<file path="config.mk">
export PLATFORM = sky130hd
export DESIGN_NAME = pipeline_hazard_ctrl
export DESIGN_NICKNAME = d
export VERILOG_FILES = /design/src/rtl/pipe_pkg.sv /design/src/rtl/reg_use_decode.sv /design/src/rtl/pipeline_hazard_ctrl.sv
export SDC_FILE = /design/constraint.sdc
export NUM_CORES = 1
export LEC_CHECK = 0
export CORE_MARGIN = 3
export CORE_UTILIZATION = 40
export CTS_CLUSTER_SIZE = 30
export DETAILED_ROUTE_END_ITERATION = 16
export DONT_BUFFER_PORTS = 1
export PLACE_DENSITY = 0.55
export SYNTH_ARGS = -nofsm -noshare
export SYNTH_HDL_FRONTEND = slang
export SYNTH_HIERARCHICAL = 1
export SYNTH_SLANG_ARGS = --single-unit
export TNS_END_PERCENT = 1
</file>
<file path="constraint.sdc">
create_clock -name i_clk -period 6.6 [get_ports i_clk]
set_input_delay 1.32 -clock i_clk [delete_from_list [all_inputs] [get_ports i_clk]]
set_output_delay 1.32 -clock i_clk [all_outputs]
set_load 0.02 [all_outputs]
</file>
<file path="src/rtl/pipe_pkg.sv">
// Shared definitions for the 5-stage forwarding / predict-not-taken core.
// - 5-bit opcode-class codes (instr[6:2]). The immediate generator, the
//   register-use decoder and the hazard controller all use these.
// - The canonical NOP encoding (addi x0,x0,0). Pipeline registers load it
//   when they are flushed.
// - The hazard-controller state type.
package pipe_pkg;

    localparam logic [4:0] OPC_R  = 5'b01100;  // register-register ALU
    localparam logic [4:0] OPC_I  = 5'b00100;  // register-immediate ALU
    localparam logic [4:0] OPC_S  = 5'b01000;  // store
    localparam logic [4:0] OPC_L  = 5'b00000;  // load
    localparam logic [4:0] OPC_SB = 5'b11000;  // conditional branch
    localparam logic [4:0] OPC_UL = 5'b01101;  // LUI
    localparam logic [4:0] OPC_UA = 5'b00101;  // AUIPC
    localparam logic [4:0] OPC_UJ = 5'b11011;  // JAL
    localparam logic [4:0] OPC_IJ = 5'b11001;  // JALR

    localparam logic [31:0] NOP_INSTR = 32'h0000_0013;

    typedef enum logic {
        ST_BOOT = 1'b0,
        ST_RUN  = 1'b1
    } state_t;

    // The opcode class is the major opcode with the always-11 low bits dropped.
    function automatic logic [4:0] opc_class(input logic [31:0] instr);
        return instr[6:2];
    endfunction

endpackage

</file>
<file path="src/rtl/reg_use_decode.sv">
// Register-use decoder. Reports which source registers an instruction reads,
// and gives their indices. Purely combinational. The forwarding unit can
// reuse it.
// Ports:
//   instr    in  [31:0]  instruction word
//   uses_rs1 out         instruction reads rs1
//   uses_rs2 out         instruction reads rs2
//   rs1      out [4:0]   rs1 field (valid only when uses_rs1)
//   rs2      out [4:0]   rs2 field (valid only when uses_rs2)
module reg_use_decode
    import pipe_pkg::*;
(
    input  logic [31:0] instr,
    output logic        uses_rs1,
    output logic        uses_rs2,
    output logic [4:0]  rs1,
    output logic [4:0]  rs2
);

    logic [4:0] opc;
    logic       unused_bits;

    assign opc = opc_class(instr);
    assign rs1 = instr[19:15];
    assign rs2 = instr[24:20];

    // Only the opcode and the two source fields matter here.
    assign unused_bits = ^{instr[31:25], instr[14:7], instr[1:0]};

    always_comb begin
        uses_rs1 = 1'b0;
        uses_rs2 = 1'b0;
        case (opc)
            OPC_R, OPC_S, OPC_SB: begin
                uses_rs1 = 1'b1;
                uses_rs2 = 1'b1;
            end
            OPC_I, OPC_L, OPC_IJ: begin
                uses_rs1 = 1'b1;
            end
            // U-type and JAL carry immediates in the rs fields. An aliasing
            // match there must not create a false hazard.
            OPC_UL, OPC_UA, OPC_UJ: begin
                uses_rs1 = 1'b0;
                uses_rs2 = 1'b0;
            end
            default: begin
                uses_rs1 = 1'b0;
                uses_rs2 = 1'b0;
            end
        endcase
    end

endmodule

</file>
<file path="src/rtl/pipeline_hazard_ctrl.sv">
// Pipeline control for the 5-stage forwarding / predict-not-taken core.
// - Holds the pipeline in a flush sequence for BOOT_CYCLES cycles after reset.
// - Freezes everything while data memory is busy.
// - Applies EX-resolved redirects (taken branch / JAL / JALR).
// - Inserts one bubble per load-use hazard.
// - Keeps saturating debug counters of bubbles and redirects.
// Control outputs are combinational from state and inputs, so they act in
// the same cycle.
// Ports:
//   i_clk, i_reset          clock; synchronous active-high reset
//   i_id_instr              instruction in IF/ID
//   i_ex_rd, i_ex_memrd     EX destination register; EX instruction is a load
//   i_ex_redirect           EX resolved a taken control transfer
//   i_mem_stall             data memory busy, hold the whole pipeline
//   o_pc_en, o_pc_sel       PC write enable; select redirect target
//   o_if_id_en/_flush       IF/ID enable; clear IF/ID to NOP
//   o_id_ex_en/_flush       ID/EX enable; clear ID/EX to bubble
//   o_ex_mem_en             EX/MEM and MEM/WB enable
//   o_booting               high while in BOOT
//   o_stall_cnt, o_flush_cnt  saturating event counters
module pipeline_hazard_ctrl
    import pipe_pkg::*;
#(
    parameter int BOOT_CYCLES = 3,
    parameter int CNT_W       = 16
) (
    input  logic             i_clk,
    input  logic             i_reset,
    input  logic [31:0]      i_id_instr,
    input  logic [4:0]       i_ex_rd,
    input  logic             i_ex_memrd,
    input  logic             i_ex_redirect,
    input  logic             i_mem_stall,
    output logic             o_pc_en,
    output logic             o_pc_sel,
    output logic             o_if_id_en,
    output logic             o_if_id_flush,
    output logic             o_id_ex_en,
    output logic             o_id_ex_flush,
    output logic             o_ex_mem_en,
    output logic             o_booting,
    output logic [CNT_W-1:0] o_stall_cnt,
    output logic [CNT_W-1:0] o_flush_cnt
);

    localparam logic [3:0] BOOT_INIT = 4'(BOOT_CYCLES - 1);

    state_t           state_reg;
    logic [3:0]       boot_cnt_reg;
    logic [CNT_W-1:0] stall_cnt_reg;
    logic [CNT_W-1:0] flush_cnt_reg;

    logic       uses_rs1;
    logic       uses_rs2;
    logic [4:0] rs1;
    logic [4:0] rs2;
    logic       load_use;
    logic       stall_evt;
    logic       flush_evt;

    reg_use_decode u_reg_use_decode (
        .instr    (i_id_instr),
        .uses_rs1 (uses_rs1),
        .uses_rs2 (uses_rs2),
        .rs1      (rs1),
        .rs2      (rs2)
    );

    // x0 is never a real producer, so a load to x0 cannot create a hazard.
    assign load_use = i_ex_memrd && (i_ex_rd != 5'd0) &&
                      ((uses_rs1 && (rs1 == i_ex_rd)) ||
                       (uses_rs2 && (rs2 == i_ex_rd)));

    always_comb begin
        o_pc_en       = 1'b1;
        o_pc_sel      = 1'b0;
        o_if_id_en    = 1'b1;
        o_if_id_flush = 1'b0;
        o_id_ex_en    = 1'b1;
        o_id_ex_flush = 1'b0;
        o_ex_mem_en   = 1'b1;
        o_booting     = 1'b0;
        stall_evt     = 1'b0;
        flush_evt     = 1'b0;
        if (state_reg == ST_BOOT) begin
            // Fill the front end with NOPs while the PC stays at its reset value.
            o_pc_en       = 1'b0;
            o_if_id_flush = 1'b1;
            o_id_ex_flush = 1'b1;
            o_booting     = 1'b1;
        end else if (i_mem_stall) begin
            // Full freeze. A pending redirect or hazard stays in its
            // register and is handled when the stall drops.
            o_pc_en     = 1'b0;
            o_if_id_en  = 1'b0;
            o_id_ex_en  = 1'b0;
            o_ex_mem_en = 1'b0;
        end else if (i_ex_redirect) begin
            // Flushing IF/ID also removes any load-use instruction in ID.
            o_pc_sel      = 1'b1;
            o_if_id_flush = 1'b1;
            o_id_ex_flush = 1'b1;
            flush_evt     = 1'b1;
        end else if (load_use) begin
            // One bubble is enough. Next cycle the load is in MEM and
            // forwarding supplies the value.
            o_pc_en       = 1'b0;
            o_if_id_en    = 1'b0;
            o_id_ex_flush = 1'b1;
            stall_evt     = 1'b1;
        end
    end

    always_ff @(posedge i_clk) begin
        if (i_reset) begin
            state_reg     <= ST_BOOT;
            boot_cnt_reg  <= BOOT_INIT;
            stall_cnt_reg <= '0;
            flush_cnt_reg <= '0;
        end else begin
            case (state_reg)
                ST_BOOT: begin
                    if (boot_cnt_reg == 4'd0) begin
                        state_reg <= ST_RUN;
                    end else begin
                        boot_cnt_reg <= boot_cnt_reg - 4'd1;
                    end
                end
                ST_RUN: begin
                    if (stall_evt && (stall_cnt_reg != '1)) begin
                        stall_cnt_reg <= stall_cnt_reg + 1'b1;
                    end
                    if (flush_evt && (flush_cnt_reg != '1)) begin
                        flush_cnt_reg <= flush_cnt_reg + 1'b1;
                    end
                end
                default: state_reg <= ST_BOOT;
            endcase
        end
    end

    assign o_stall_cnt = stall_cnt_reg;
    assign o_flush_cnt = flush_cnt_reg;

endmodule

</file>
==> out/metrics.cfg, run 1 <==
[status]
status = finished, final reports clean

[synth]
synth_area_leaders = dfxtp_1 35%, xor2_1 8.2%, nor2_1 4.7%, nand4_1 4.1%, buf_4 3.9%
synth_ff_type = dfxtp_1
postSynthAreaPerCell_sq_um = 8.09
synth.distinct_cells = 41
ys_warn_count = 6
syn_nets = 310
synth_seq_cells = 37
async_flop_share_pct = 0
synth_cells = 265
ys_seq_area_share_pct = 34.6
synthesis.area_sq_um = 2140
yosys.area.top_type = dfxtp_1
synth-edff-count = 0
synth_top_area_share_pct = 34.6

[placed_design]
placed_area_sq_um = 2110
gp_congestion = 0.812
place.port_buffers = 0
dp_hpwl_um = 3310

[global_route]
antenna_found_initial = 0
grt_max_degree = 40
grt_use_total_pct = 14.7
overflow = 0
grt_pass1_wl_um = 7400
grt_pass1_vias = 1607

[setup_path]
cp_top_family = compound AO/OA/AOI/OAI gates
slowest_delay_ps = 540
critPathSlowestCell = or4_1
reg2reg_from = o_stall_cnt[6]
cp-startpoint = i_ex_rd[1]
worstPathCellList = or4_1, o21ai_0, nor3_1, o21ai_0
crit_fanout = 3
cp-end-kind = output port
crit_buf_inv = 0
crit_required_ps = 5280
start_kind = input pin
critPathKind = in -> out
cpMostUsedCell = o21ai_0
arrival_ps = 2750

[clocking]
numCtsBuffers = 5
clk_pin_slew_ps = 70
clk_latency_ps = 290
ctsHoldBuffers = 0
clockBufferDepth = 2
cts_setup_buffers = 0
cts-root-buf = clkbuf_8
cts_tree = yes
clkSinkCount = 37
cts_htree_levels = 2
post_cts_resized = 0

[worst_hold_path]
min-delay-start = boot_cnt_reg[3]
hold_class = reg -> reg

[finish]
final_area_sq_um = 2200
nets = 297
fillers = 560
area_delta_synth_final_pct = 2.51
layout-drive-gt1-share_pct = 5.53
antennaDiodeCount = 0

[detailed_routing]
wire_per_inst_um = 14.0
firstDrtPassIters = 4
drtIter0Drc = 91
wl_um = 4520
viasPerCell = 5.55
drc = 0
antenna_left = 0
vias = 1792

[sta]
fin_setup_tns_ps = 0
finalSetupViolations = 0
worst_pin_slew_ps = 710
slew_viol_final = 0
fin_crit_sh_pct = 61.6
slew_headroom_pct = 52.2
hold_viol_final = 0
rsz0062_at_grt = false
clock.fmax_ghz = 0.246
skew_ps = 6.04
period_minus_slack_ps = 4070

[floorplan]
die_w_um = 79.2
die_area_sq_um = 6270
dieHeight_um = 79.2
ioPinCount = 82
fp-row-count = 26
start_util_pct = 41.7
core-area_sq_um = 5140

[power_and_ir_drop]
p_per_area_nw_per_um2 = 219
leakage_uw = 0.000710
peakVddDrop_mv = 0.108

[job]
maxCapViolations = 0

## cells in the mapped netlist, drive strengths merged (2+ instances only)
| cell type | number |
|---|---|
| nor2b | 2 |
| nand4 | 14 |
| and3 | 4 |
| a21oi | 16 |
| nor4 | 4 |
| xor2 | 20 |
| nand3b | 2 |
| clkbuf | 6 |
| o211ai | 2 |
| or4 | 11 |
| nand2 | 14 |
| nor2 | 27 |
| dfxtp | 37 |
| or3 | 6 |
| inv | 11 |
| nand3 | 12 |
| o31ai | 9 |
| ha | 3 |
| and4 | 4 |
| nor3 | 11 |
| o21ai | 14 |
| xnor2 | 7 |
| buf | 15 |
| nor3b | 2 |
## power by group
| part | switching [uW] | leakage (uW) | total [uW] | internal (uW) |
|---|---|---|---|---|
| clock | 78.4 | 0.0000450 | 152 | 73.2 |
| combinational | 51.0 | 0.000366 | 79.9 | 29.0 |
| sequential | 13.3 | 0.000299 | 250 | 237 |
| total | 143 | 0.000710 | 482 | 339 |
## final cells by class
| cell class | instances | area (sq um) | area share (%) |
|---|---|---|---|
| multi-input combinational | 196 | 1240 | 56.3 |
| sequential | 37 | 741 | 33.7 |
| tap | 70 | 87.6 | 3.99 |
| clock buffer | 6 | 72.6 | 3.30 |
| inverter | 11 | 41.3 | 1.88 |
| clock inverter | 2 | 10.0 | 0.456 |
| timing repair buffer | 1 | 7.51 | 0.342 |
## tightest hold or removal path: stages, from the launching register on
cell and delay [ps]:
dfxtp_1 350, xor2_1 70, nor2_1 70
## cell families (layout without fill, tap and decap cells)
kind of cell	count (synthesis)	count (layout)	share of synthesized area [%]
muxes	2	2	0.992
xor gates and xnor gates	27	27	11.0
buffers and inverters	32	20	8.06
and+or+nand+nor	116	116	29.8
adders and majority gates	3	3	1.75
DFF	37	37	34.6
AOI/OAI and AO/OA	48	48	13.8
## layer usage
layer  vias up  part of all wire, %  GRT usage, %
met5         -                    0             0
met4         0                  1.5          6.19
met3         6                  7.5          5.56
met2        42                   47          23.7
met1       816                   44          17.3
li1        928                    -             -
## final timing paths
check | to | slack, ps | cells after the start
setup reg to reg | o_stall_cnt[7] | 4290 | 5
hold / removal | boot_cnt_reg[3] | 520 | 2
setup / recovery | o_if_id_en | 2530 | 4
hold reg to reg | boot_cnt_reg[3] | 520 | 2
## per-stage QoR
step / power (uW) / hold slack (ps) / setup WS (ps) / util [%] / instances
after floorplan: 334 / 480 / 2450 / - / 265
after global placement: 336 / 501 / 2550 / 41.1 / 315
after detailed placement: 337 / 510 / 2560 / 41.1 / 315
after CTS: 494 / 526 / 2550 / 42.7 / 323
after global routing: 516 / 557 / 2470 / 42.7 / 323
final: 482 / 521 / 2530 / 42.7 / 323
## cell usage in the layout, fill, tap and decap left out, types with 3 or more instances in the layout
cell,Yosys,final
a21oi_1,16,16
and3_1,4,4
and4_1,4,4
clkbuf_8,0,5
dfxtp_1,37,37
ha_1,3,3
inv_1,11,11
nand2_1,14,14
nand3_1,11,11
nand4_1,14,14
nor2_1,27,27
nor3_1,10,10
nor4_1,3,3
o21ai_0,14,14
o31ai_1,9,9
or3_1,6,6
or4_1,11,11
xnor2_1,7,7
xor2_1,20,20
Note: power is estimated with default switching activity, not from simulation.
==> inputs of run 2 (changes only) <==
==> constraint.sdc (replaced) <==
create_clock -name i_clk -period 4.1 [get_ports i_clk]
set_input_delay 0.82 -clock i_clk [delete_from_list [all_inputs] [get_ports i_clk]]
set_output_delay 0.82 -clock i_clk [all_outputs]
set_load 0.02 [all_outputs]
==> run 2 against run 1 <==
  * Sequential share of layout area down 0.23 points
  * Via count up 2.3%
  * Clock skew down 2.0 ps
  * Total power up 62%
  * Critical path type unchanged
==> out/metrics.cfg, run 2 (same netlist as run 1, synthesis figures left out) <==
[worst_hold_path]
hold_end = boot_cnt_reg[3]
min-delay-start = boot_cnt_reg[3]
min_path_cells = 2  ; unchanged
hold_class = reg -> reg

[detailed_routing]
viasPerCell = 5.64  ; +1.7%
drc = 0  ; unchanged
firstDrtPassIters = 4  ; unchanged
wl_um = 4630  ; +2.4%
antenna_left = 0  ; unchanged
vias = 1833  ; +2.3%
wire_per_inst_um = 14.2  ; +1.7%
drtIter0Drc = 98  ; +7.7%

[placed_design]
place_inst = 317  ; +0.63%
dp_hpwl_um = 3360  ; +1.5%
dp_slack_ps = 1260  ; -1290 ps
gp_congestion = 0.813  ; about the same
place.port_buffers = 0  ; unchanged

[sta]
fin_setup_tns_ps = 0  ; unchanged
worst_pin_slew_ps = 739  ; +28.9 ps
rsz0062_at_grt = false
slew_headroom_pct = 50.2  ; -2.0 points
fin_crit_sh_pct = 69.2
worst_slack_ps = 1260  ; -1270 ps
skew_ps = 4.06  ; -1.97 ps
hold_viol_final = 0  ; unchanged
clock.fmax_ghz = 0.352
finalSetupViolations = 0  ; unchanged
period_minus_slack_ps = 2840
slew_viol_final = 0  ; unchanged

[finish]
final_common_cell = dfxtp_1
antennaDiodeCount = 0  ; unchanged
layout.cells.non_filler = 325  ; +0.62%
final_cell_mix = 37 x dfxtp_1, 27 x nor2_1, 20 x xor2_1
layout-drive-gt1-share_pct = 6.27  ; +0.74 points
nets = 299  ; +0.67%
area_delta_synth_final_pct = 3.21

[clocking]
cts_setup_buffers = 0  ; unchanged
clk_latency_ps = 290  ; about the same
cts-root-buf = clkbuf_8
ctsHoldBuffers = 0  ; unchanged
clk_pin_slew_ps = 70  ; about the same
cts_tree = yes
post_cts_resized = 0  ; unchanged
cts_htree_levels = 2  ; unchanged
numCtsBuffers = 5  ; unchanged
clockBufferDepth = 2  ; unchanged
clkSinkCount = 37  ; unchanged

[floorplan]
die_area_sq_um = 6270  ; unchanged
ioPinCount = 82  ; unchanged
dieHeight_um = 79.2  ; unchanged
die_w_um = 79.2  ; unchanged
core-area_sq_um = 5140  ; unchanged
fp-row-count = 26  ; unchanged
start_util_pct = 41.7  ; unchanged

[setup_path]
crit_fanout = 3  ; unchanged
worst_r2r_endpoint = o_stall_cnt[7]
reg2reg_from = o_stall_cnt[6]
ff2ff_path_depth = 5  ; unchanged
critPathKind = in -> out
crit_required_ps = 3280  ; -2000 ps
r2r_slack_ps = 1760  ; -2530 ps
arrival_ps = 2020  ; -730 ps
cp-end-kind = output port
start_kind = input pin

[global_route]
grt_max_degree = 40  ; unchanged
grt_use_total_pct = 15.2  ; +0.57 points
grt_pass1_wl_um = 7700  ; +4.0%
overflow = 0  ; unchanged
grt_pass1_vias = 1674  ; +4.2%
antenna_found_initial = 0  ; unchanged

[power_and_ir_drop]
peakVddDrop_mv = 0.171  ; +59%
leakage_uw = 0.000719  ; +1.4%
fin_total_pwr_uw = 782  ; +62%
p_per_area_nw_per_um2 = 353  ; +61%

[job]
maxCapViolations = 0  ; unchanged

[status]
status = finished, final reports clean

[run 2: cell count changes in the layout (fill, tap and decap cells not counted)]
| cell | delta |
|---|---|
| buf_4 | +2 |
[run 2: cell type report]
type | instances | area, sq um
fillers | 555 | 2930
multi-input cells | 196 | 1240
inverters | 11 | 41.3
repair buffers | 3 | 22.5
flip-flops and latches | 37 | 741
clock buffers | 6 | 72.6
well taps | 70 | 87.6
clock inverters | 2 | 10.0
[run 2: layer usage]
metal  track usage, %  share of wire (%)  up-vias
li1                 -                  -      933
met1             18.4                 44      851
met2             23.4                 46       42
met3             6.69                8.0        7
met4             6.53                1.7        0
met5                0                  0        -
[run 2: how the worst max path moves through the flow]
stage,startpoint,endpoint,slack [ps]
after floorplan,i_id_instr[17],o_if_id_en,950
after global placement,i_ex_rd[1],o_if_id_en,1260
after detailed placement,i_ex_rd[1],o_if_id_en,1260
after CTS,i_ex_rd[1],o_if_id_en,1250
after global routing,i_ex_rd[1],o_if_id_en,1090
final,i_ex_rd[1],o_if_id_en,1260
[run 2: critical path, cell delays in order]
cell and delay, ps:
or4_1 530, o21ai_0 240, nor3_1 90, o21ai_0 170, buf_4 170
[run 2: stage by stage]
stage / util [%] / hold slack (ps) / cell area (sq um)
2_1_floorplan: - / 480 / 2140
3_3_place_gp: 41.4 / 503 / 2130
3_5_place_dp: 41.4 / 507 / 2130
4_1_cts: 43.0 / 527 / 2210
5_1_grt: 43.0 / 549 / 2210
6_report: 43.0 / 525 / 2210
[run 2: report_power, final]
| group | internal (uW) | leakage [uW] | switching, uW |
|---|---|---|---|
| Combinational | 50.5 | 0.000375 | 83.3 |
| Clock | 118 | 0.0000450 | 128 |
| Sequential | 381 | 0.000299 | 20.9 |
==> inputs of run 3 (changes only) <==
==> constraint.sdc (replaced) <==
create_clock -name i_clk -period 2.7 [get_ports i_clk]
set_input_delay 0.54 -clock i_clk [delete_from_list [all_inputs] [get_ports i_clk]]
set_output_delay 0.54 -clock i_clk [all_outputs]
set_load 0.02 [all_outputs]
==> run 3 against run 2 <==
  * Critical path depth did not move
  * Critical endpoint is now o_stall_cnt[7]
  * Final cell count increased by 3.4%
  * Total power up 53%
  * Register-to-register slack worse by 1300 ps
  * Global-route usage down 0.34 points
  * Hold slack got worse by 210 ps
  * Count of clock-buffer cells in the layout did not move
  * First-iteration DRC count fell by 36%
  * Final area rose by 3.7%
==> out/metrics.cfg, run 3 (same netlist as run 1, synthesis figures left out) <==
[status]
status = finished, final reports clean

[setup_path]
worstPathCellList = nand4_1, or4_1, nand3_2, nor3_1, mux2_2
arrival_ps = 2460  ; +440 ps
cp-end-kind = register
slowest_delay_ps = 710  ; +180 ps
start_kind = register
critPathKind = reg -> reg
crit_fanout = 17  ; +14
critPathSlowestCell = or4_1
crit_required_ps = 2880  ; -400 ps

[power_and_ir_drop]
pwr-share-comb_pct = 18.2  ; +1.1 points
p_per_area_nw_per_um2 = 522  ; +48%
peakVddDrop_mv = 0.250  ; +46%
p_clk_share_pct = 31.0  ; -0.4 points
fin_total_pwr_uw = 1200  ; +53%
leakage_uw = 0.000775  ; +7.8%
sw_frac_of_total_pct = 29.6  ; -0.11 points
intPower_uw = 843  ; +53%
power.switching_uw = 354  ; +53%
p_seq_share_pct = 50.8  ; -0.6 points

[sta]
finalSetupViolations = 0  ; unchanged
fin_setup_tns_ps = 0  ; unchanged
fin_crit_sh_pct = 84.6
rsz0062_at_grt = false
slew_headroom_pct = 61.4  ; +11 points
period_minus_slack_ps = 2280
hold_viol_final = 0  ; unchanged
slew_viol_final = 0  ; unchanged
clock.fmax_ghz = 0.438
holdWs_ps = 315  ; -211 ps
worst_pin_slew_ps = 575  ; -164 ps
skew_ps = 4.02  ; -0.0425 ps

[clocking]
cts_tree = yes
ctsHoldBuffers = 0  ; unchanged
clk_latency_ps = 280  ; about the same
cts-root-buf = clkbuf_8
numCtsBuffers = 5  ; unchanged
clk_pin_slew_ps = 70  ; about the same
clkSinkCount = 37  ; unchanged
clockBufferDepth = 2  ; unchanged
cts_htree_levels = 2  ; unchanged
post_cts_resized = 0  ; unchanged
cts_setup_buffers = 0  ; unchanged

[detailed_routing]
firstDrtPassIters = 4  ; unchanged
viasPerCell = 5.46  ; -3.2%
wl_met1_um = 2060  ; +1.6%
dr.max_layer_used = met4
wire_per_inst_um = 13.8  ; -3.4%
vias = 1834  ; +0.055%
met2_length_um = 2190  ; +1.9%
antenna_left = 0  ; unchanged
wl_um = 4620  ; about the same
drtIter0Drc = 63  ; -36%
dr_wl_met3_um = 320  ; -14%
drc = 0  ; unchanged

[job]
maxCapViolations = 0  ; unchanged

[placed_design]
dp_hpwl_um = 3390  ; +0.75%
place.port_buffers = 0  ; unchanged
gp_congestion = 0.808  ; -0.62%
place_inst = 328  ; +3.5%

[floorplan]
ioPinCount = 82  ; unchanged
die_area_sq_um = 6270  ; unchanged
die_w_um = 79.2  ; unchanged
fp-row-count = 26  ; unchanged
core-area_sq_um = 5140  ; unchanged
dieHeight_um = 79.2  ; unchanged
start_util_pct = 41.7  ; unchanged

[finish]
area_delta_synth_final_pct = 7.06
final_cell_mix = 37 x dfxtp_1, 27 x nor2_1, 20 x xor2_1
nets = 310  ; +3.7%
fillers = 556  ; +0.18%
layout-drive-gt1-share_pct = 10.2  ; +3.9 points
multi_input_area_sq_um = 1240  ; unchanged
antennaDiodeCount = 0  ; unchanged
layout.cells.non_filler = 336  ; +3.4%
register_area_sq_um = 741  ; unchanged
final_common_cell = dfxtp_1

[global_route]
grt_max_degree = 40  ; unchanged
grt_pass1_wl_um = 7620  ; -1.1%
grt_pass1_vias = 1689  ; +0.90%
overflow = 0  ; unchanged
grt_use_total_pct = 14.9  ; -0.34 points
antenna_found_initial = 0  ; unchanged

[worst_hold_path]
hold_class = in -> reg

==> run 3: final timing paths <==
path	from	endpoint	slack, ps	cells past startpoint
worst max-delay path	o_stall_cnt[8]	o_stall_cnt[7]	420	5
worst min-delay path	i_reset	o_stall_cnt[0]	310	1
worst max register to register	o_stall_cnt[8]	o_stall_cnt[7]	420	5
worst min register to register	boot_cnt_reg[3]	boot_cnt_reg[3]	530	2
==> run 3: final cells by class <==
class,count,share of cell area (%)
Sequential cell,37,32.3
Timing Repair Buffer,14,4.58
Clock inverter,2,0.436
Multi-Input combinational cell,196,53.9
Tap cell,70,3.82
Clock buffer,6,3.16
Inverter,11,1.80
==> run 3: per-stage QoR <==
stage / util [%] / worst slack [ps] / area (sq um)
final: 44.6 / 417 / 2290
after global routing: 44.6 / 234 / 2290
after CTS: 44.6 / 396 / 2290
after detailed placement: 43.0 / 399 / 2210
after global placement: 43.0 / 421 / 2210
after floorplan: - / 109 / 2140
==> run 3: power by group through the flow <==
stage	registers (uW)	clock network [uW]	logic, uW
after floorplan	617	0	200
after detailed placement	620	0	220
after global routing	614	407	247
after global placement	620	0	218
after CTS	608	389	220
final	608	371	218
==> run 3: critical path: cells and delay by family (launching register included) <==
kind | cells | cell delay (ps)
flip-flops | 1 | 500
AND/OR/NAND/NOR | 4 | 1380
multiplexers | 1 | 280
==> run 3: layer usage <==
| metal | GRT usage [%] | vias to the layer above |
|---|---|---|
| li1 | - | 953 |
| met1 | 17.6 | 834 |
| met2 | 24.9 | 41 |
| met3 | 5.56 | 6 |
| met4 | 4.81 | 0 |
| met5 | 0 | - |
